[config.mk]
export PLATFORM = sky130hd
export DESIGN_NAME = conv3x3_filter
export DESIGN_NICKNAME = d
export VERILOG_FILES = /design/src/rtl/conv3x3_filter_pkg.sv /design/src/rtl/conv3x3_filter_mac_row.sv /design/src/rtl/conv3x3_filter.sv
export SDC_FILE = /design/constraint.sdc
export NUM_CORES = 2
export LEC_CHECK = 0
export BUFFER_PORTS_ARGS = -buffer_cell sky130_fd_sc_hd__buf_4
export CORE_UTILIZATION = 43
export DETAILED_ROUTE_END_ITERATION = 7
export PLACE_DENSITY_LB_ADDON = 0.05
export SKIP_CTS_REPAIR_TIMING = 1
export SLEW_MARGIN = 5
export SYNTH_ARGS = -nofsm -noshare
export SYNTH_HDL_FRONTEND = slang
export SYNTH_SLANG_ARGS = --single-unit
[constraint.sdc]
create_clock -name clk -period 8.05 [get_ports clk]
set_input_delay 1.2075 -clock clk [delete_from_list [all_inputs] [get_ports clk]]
set_output_delay 1.2075 -clock clk [all_outputs]
set_load 0.01 [all_outputs]
[src/rtl/conv3x3_filter_pkg.sv]
// Shared widths, tap indices and the identity-kernel reset value for the 3x3 convolution stage.
package conv_pkg;

  localparam int PIXEL_W    = 8;
  localparam int COEF_W     = 8;
  localparam int ACC_W      = 21;
  localparam int NUM_TAPS   = 9;
  localparam int CENTER_TAP = 4;
  localparam int NORM_IDX   = 9;
  localparam int SHIFT_W    = 4;

  typedef logic signed [COEF_W-1:0] coef_t;
  typedef logic [NUM_TAPS-1:0][COEF_W-1:0] kernel_t;

  // Only the centre tap is 1, so the filter passes pixel_5 straight through.
  localparam kernel_t IDENTITY_KERNEL = kernel_t'(1) << (CENTER_TAP * COEF_W);

endpackage

[src/rtl/conv3x3_filter_mac_row.sv]
// One kernel row: three pixel*coefficient multipliers (stage 1) feeding a registered row adder (stage 2).
module conv_mac_row
  import conv_pkg::*;
(
  input  logic                              clk,
  input  logic                              reset,
  input  logic                              i_enable,
  input  logic [2:0][PIXEL_W-1:0]           i_pixels,
  input  coef_t [2:0]                       i_coefs,
  output logic signed [PIXEL_W+COEF_W+2:0]  o_row_sum
);

  localparam int PROD_W = PIXEL_W + 1 + COEF_W;
  localparam int ROW_W  = PROD_W + 2;

  logic signed [PROD_W-1:0] w_prod [3];
  logic signed [PROD_W-1:0] r_prod [3];
  logic signed [ROW_W-1:0]  r_row_sum;

  // Pixels are unsigned, so a zero bit is prepended before the signed multiply.
  always_comb begin
    for (int i = 0; i < 3; i++) begin
      w_prod[i] = PROD_W'($signed({1'b0, i_pixels[i]})) * PROD_W'($signed(i_coefs[i]));
    end
  end

  always_ff @(posedge clk) begin
    if (reset) begin
      for (int i = 0; i < 3; i++) begin
        r_prod[i] <= '0;
      end
      r_row_sum <= '0;
    end else if (i_enable) begin
      for (int i = 0; i < 3; i++) begin
        r_prod[i] <= w_prod[i];
      end
      r_row_sum <= ROW_W'(r_prod[0]) + ROW_W'(r_prod[1]) + ROW_W'(r_prod[2]);
    end
  end

  assign o_row_sum = r_row_sum;

endmodule

[src/rtl/conv3x3_filter.sv]
// Three-stage 3x3 convolution with a programmable kernel, normalising shift, clamp and output counter.
// Define CONV3X3_ABS_EN to fold negative sums to their magnitude instead of clamping them to zero.
module conv3x3_filter #(
  parameter int PIXEL_W = conv_pkg::PIXEL_W,
  parameter int COEF_W  = conv_pkg::COEF_W,
  parameter int CNT_W   = 24
) (
  input  logic               clk,
  input  logic               reset,
  input  logic               enable,
  input  logic               frame_start,
  input  logic               window_valid,
  input  logic [PIXEL_W-1:0] pixel_1,
  input  logic [PIXEL_W-1:0] pixel_2,
  input  logic [PIXEL_W-1:0] pixel_3,
  input  logic [PIXEL_W-1:0] pixel_4,
  input  logic [PIXEL_W-1:0] pixel_5,
  input  logic [PIXEL_W-1:0] pixel_6,
  input  logic [PIXEL_W-1:0] pixel_7,
  input  logic [PIXEL_W-1:0] pixel_8,
  input  logic [PIXEL_W-1:0] pixel_9,
  input  logic               coef_we,
  input  logic [3:0]         coef_idx,
  input  logic [COEF_W-1:0]  coef_data,
  output logic [PIXEL_W-1:0] pixel_out,
  output logic               pixel_valid,
  output logic [CNT_W-1:0]   out_count
);

  import conv_pkg::*;

  localparam int ROW_W = PIXEL_W + COEF_W + 3;
  localparam logic signed [ACC_W-1:0] PIX_MAX = ACC_W'((1 << PIXEL_W) - 1);

  kernel_t                          r_coef;
  logic [SHIFT_W-1:0]               r_shift;
  logic [SHIFT_W-1:0]               r_shift_s1;
  logic [SHIFT_W-1:0]               r_shift_s2;
  logic                             r_valid_s1;
  logic                             r_valid_s2;
  logic                             r_valid_s3;
  logic [PIXEL_W-1:0]               r_pixel_out;
  logic [CNT_W-1:0]                 r_out_count;
  logic [NUM_TAPS-1:0][PIXEL_W-1:0] w_window;
  logic signed [ROW_W-1:0]          w_row_sum [3];
  logic signed [ACC_W-1:0]          w_sum;
  logic signed [ACC_W-1:0]          w_shifted;
  logic signed [ACC_W-1:0]          w_mag;
  logic [PIXEL_W-1:0]               w_clamped;

  assign w_window = {pixel_9, pixel_8, pixel_7, pixel_6, pixel_5,
                     pixel_4, pixel_3, pixel_2, pixel_1};

  // Coefficient file ignores enable so software can reprogram a stalled pipeline.
  always_ff @(posedge clk) begin
    if (reset) begin
      r_coef  <= IDENTITY_KERNEL;
      r_shift <= '0;
    end else if (coef_we) begin
      if (coef_idx < 4'(NORM_IDX)) begin
        r_coef[coef_idx] <= coef_data;
      end else if (coef_idx == 4'(NORM_IDX)) begin
        r_shift <= coef_data[SHIFT_W-1:0];
      end
    end
  end

  for (genvar g = 0; g < 3; g++) begin : g_row
    conv_mac_row u_row (
      .clk       (clk),
      .reset     (reset),
      .i_enable  (enable),
      .i_pixels  (w_window[3*g+2:3*g]),
      .i_coefs   (r_coef[3*g+2:3*g]),
      .o_row_sum (w_row_sum[g])
    );
  end

  always_comb begin
    w_sum     = ACC_W'(w_row_sum[0]) + ACC_W'(w_row_sum[1]) + ACC_W'(w_row_sum[2]);
    w_shifted = w_sum >>> r_shift_s2;
    w_mag     = w_shifted;
`ifdef CONV3X3_ABS_EN
    if (w_shifted < 0) begin
      w_mag = -w_shifted;
    end
`endif
    if (w_mag < 0) begin
      w_clamped = '0;
    end else if (w_mag > PIX_MAX) begin
      w_clamped = '1;
    end else begin
      w_clamped = w_mag[PIXEL_W-1:0];
    end
  end

  // The shift travels with its window so a mid-stream rewrite only affects later windows.
  always_ff @(posedge clk) begin
    if (reset) begin
      r_valid_s1  <= 1'b0;
      r_valid_s2  <= 1'b0;
      r_valid_s3  <= 1'b0;
      r_shift_s1  <= '0;
      r_shift_s2  <= '0;
      r_pixel_out <= '0;
    end else begin
      if (enable) begin
        r_valid_s1  <= window_valid;
        r_valid_s2  <= r_valid_s1;
        r_valid_s3  <= r_valid_s2;
        r_shift_s1  <= r_shift;
        r_shift_s2  <= r_shift_s1;
        r_pixel_out <= w_clamped;
      end
      if (frame_start) begin
        r_valid_s2 <= 1'b0;
        r_valid_s3 <= 1'b0;
      end
    end
  end

  always_ff @(posedge clk) begin
    if (reset || frame_start) begin
      r_out_count <= '0;
    end else if (enable && r_valid_s3) begin
      r_out_count <= r_out_count + 1'b1;
    end
  end

  assign pixel_out   = r_pixel_out;
  assign pixel_valid = r_valid_s3;
  assign out_count   = r_out_count;

endmodule
==> results_dict.tcl <==
set metrics [dict create \
    synth-edff-count 153 \
    hold_viol 0 \
    ir_drop_mv 0.134 \
    first_global_vias 27300 \
    start_util 0.437 \
    r2r_setup_slack_ps 2810 \
    synth_ff_type "dfxtp_1" \
    areaGrowthSynthToFinish_pct 9.91 \
    crit_required_ps 8470 \
    final.period_utilization 0.673 \
    die_h_um 295 \
    rows 106 \
    arrival_ps 5830 \
    crit_buf_inv 3 \
    drive_above_1_share 0.0638 \
    synth-seq-area-share 0.220 \
    dieArea_mm2 0.0869 \
    synth_area_per_cell_um2 9.33 \
    fill_cells 8216 \
    post_drt_wl_per_cell_um 18.3 \
    grtUsageTotal 0.226 \
    cpPeakStageDelay_ps 500 \
    nets 4980 \
    ys_warn_count 0 \
    overflow 0 \
    hpwl_mm 72.7 \
    crit_fanout 8 \
    async_reset_ff_frac 0 \
    finalSetupViolCount 0 \
    drt_iter0_markers 1397 \
    layout_common_cells "inv_1, ha_1, fa_1" \
    fin_skew_ps 36.4 \
    antenna_left 0 \
    crit_chain "buf_4 -> and2_1 -> fa_1 -> inv_1 -> fa_1 -> fa_1 -> fa_1 -> inv_1 -> ha_1 -> nor2b_1 -> o21ai_0 -> a21boi_0 -> o21ai_0 -> a21boi_0 -> o21ai_0 -> a21boi_0 -> o21ai_0 -> a21oi_1 -> mux2i_1" \
    r2r_end "g_row[2].u_row.r_prod[0][15]" \
    critPathKind "input port to register" \
    leakage_uw 0.0198 \
    numPortBuffers 122 \
    slew_headroom 0.271 \
    numPlacedInstances 5112 \
    wirelength_mm 95.1 \
    min_path_cells 2 \
    antenna_found_initial 8 \
    cts_root_buf "clkbuf_16" \
    htreeDepth 2 \
    drc_errors 0 \
    cts_tree "done" \
    cts_sinks 329 \
    final_common_cell "inv_1" \
    grt_max_degree 118 \
    cts_buffer_depth 3 \
    die_w_um 295 \
    r2r_cells 18 \
    dr.pass1.iters 5 \
    cp-end-kind "register" \
    io_pins 123 \
    fp.coreArea_mm2 0.0842 \
    crit_slowest_cell "fa_1" \
    rsz0062_at_grt "no" \
    worstReg2RegStart "r_coef[55]" \
    clock_latency_ps 600 \
    layoutNonFillerInstCount 5196 \
    status "completed" \
    hp-start "g_row[1].u_row.o_row_sum[11]" \
    cts_inserted_buffers 45 \
    ys_types 90 \
    ys_ff_latch 329 \
    worst_pin_slew_ps 1090 \
    worstHoldPathType "register to register" \
    cap_violations 0 \
    syn_nets 4904 \
    tns_ps 0 \
    multi_input_area_mm2 0.0259 \
    period_needed_ps 5420 \
    seqCellArea_mm2 0.00812 \
    path_clk_slew_ps 60 \
    cp_top_family "adder cells" \
    synthCells 3949 \
    holdPathEnd "g_row[1].u_row.o_row_sum[11]" \
    globalplace.congestion 0.842 \
    fmax_mhz 185 \
    syn-cell-area_mm2 0.0368 \
    slew_violations 0 \
    grt_pass1_wl_mm 153 \
    avgViaCountPerCell 5.16 \
    power.density_mw_per_mm2 135 \
    routed-via-count 26800 \
    worstSetupStartpointType "input port" \
]
## final cells by class
| cell class | instances | share of cell area |
|---|---|---|
| sequential | 329 | 0.200 |
| timing repair buffer | 135 | 0.0250 |
| tap | 1134 | 0.0350 |
| multi-input combinational | 2855 | 0.638 |
| antenna | 2 | 0.000124 |
| clock buffer | 60 | 0.0320 |
| inverter | 659 | 0.0612 |
| clock inverter | 22 | 0.00769 |
## synthesized netlist by cell type (all sizes together) (8+ instances only)
library cell	instances	area, um2
or3	38	238
edfxtp	153	4590
a21o	25	195
buf	18	92.6
fa	407	8150
nand2b	53	332
ha	458	5730
mux2i	112	1120
a31oi	9	56.3
o21a	8	61.3
a2111oi	15	158
a21boi	33	248
nor3	95	480
or2	8	50.1
o41ai	11	96.3
and3	67	419
mux4	11	252
inv	658	2470
and2	307	1920
nand3	49	255
xor2	53	464
o22ai	27	169
xnor2	53	464
nand2	308	1160
nand4	10	62.6
clkbuf	88	330
o211ai	8	60.1
nor2b	27	176
dfxtp	176	3520
a211oi	25	203
nor2	300	1130
nor3b	13	97.6
a21oi	107	539
o21ai	105	529
o311ai	9	96.4
## how the worst max path moves through the flow
stage	start	end	slack [ps]	cells after the start
floorplan	enable	g_row[1].u_row.o_row_sum[16]	1170	5
global placement	pixel_6[3]	g_row[1].u_row.r_prod[0][49]	2080	18
detailed placement	pixel_3[3]	g_row[0].u_row.r_prod[0][48]	2090	19
CTS	pixel_6[3]	g_row[1].u_row.r_prod[0][49]	2700	18
global route	pixel_9[3]	g_row[2].u_row.r_prod[0][50]	2240	19
finish	pixel_9[3]	g_row[2].u_row.r_prod[0][50]	2640	19
## registers in the layout, indices dropped and copies added, names as in the netlist
| signal | cells |
|---|---|
| r_valid_s1 | 1 |
| r_coef | 72 |
| r_shift | 4 |
| g_row.u_row.o_row_sum | 57 |
| pixel_out | 8 |
| r_shift_s2 | 4 |
| out_count | 24 |
| r_valid_s2 | 1 |
| pixel_valid | 1 |
| g_row.u_row.r_prod | 153 |
| r_shift_s1 | 4 |
## where the power goes
part	internal (uW)	switching (uW)	total, uW
sequential	1840	71.0	1910
combinational	529	802	1330
clock	1360	846	2200
## worst reg2reg max path, delay by kind of cell, from the launching register on
family | cells | cell delay, ps
compound gates | 8 | 1720
fa+ha+maj | 5 | 2320
buf+inv | 5 | 400
flops | 1 | 560
## layer usage
metal,GRT usage,share of wire,up-vias
met5,0,0.00014,-
met4,0.0528,0.020,2
met3,0.0360,0.046,93
met2,0.364,0.45,444
met1,0.317,0.48,13100
li1,-,-,13200
## through the flow
| step | total power, uW | utilization | area [um2] | worst slack, ps | hold slack, ps |
|---|---|---|---|---|---|
| 2_1_floorplan | 2860 | - | 36800 | 1170 | 420 |
| 3_3_place_gp | 3270 | 0.462 | 38900 | 2080 | 444 |
| 3_5_place_dp | 3270 | 0.462 | 38900 | 2090 | 449 |
| 4_1_cts | 5510 | 0.481 | 40500 | 2700 | 464 |
| 5_1_grt | 5740 | 0.481 | 40500 | 2240 | 492 |
| 6_report | 5450 | 0.481 | 40500 | 2640 | 460 |
## cell families after synthesis
kind of cell               synth area share
AOI/OAI and AO/OA                    0.0834
xor gates and xnor gates             0.0252
adders and majority gates             0.377
buffers and inverters                0.0786
DFF                                   0.220
muxes                                0.0385
and+or+nand+nor                       0.177
No activity file was read; power rests on OpenSTA's default activity.
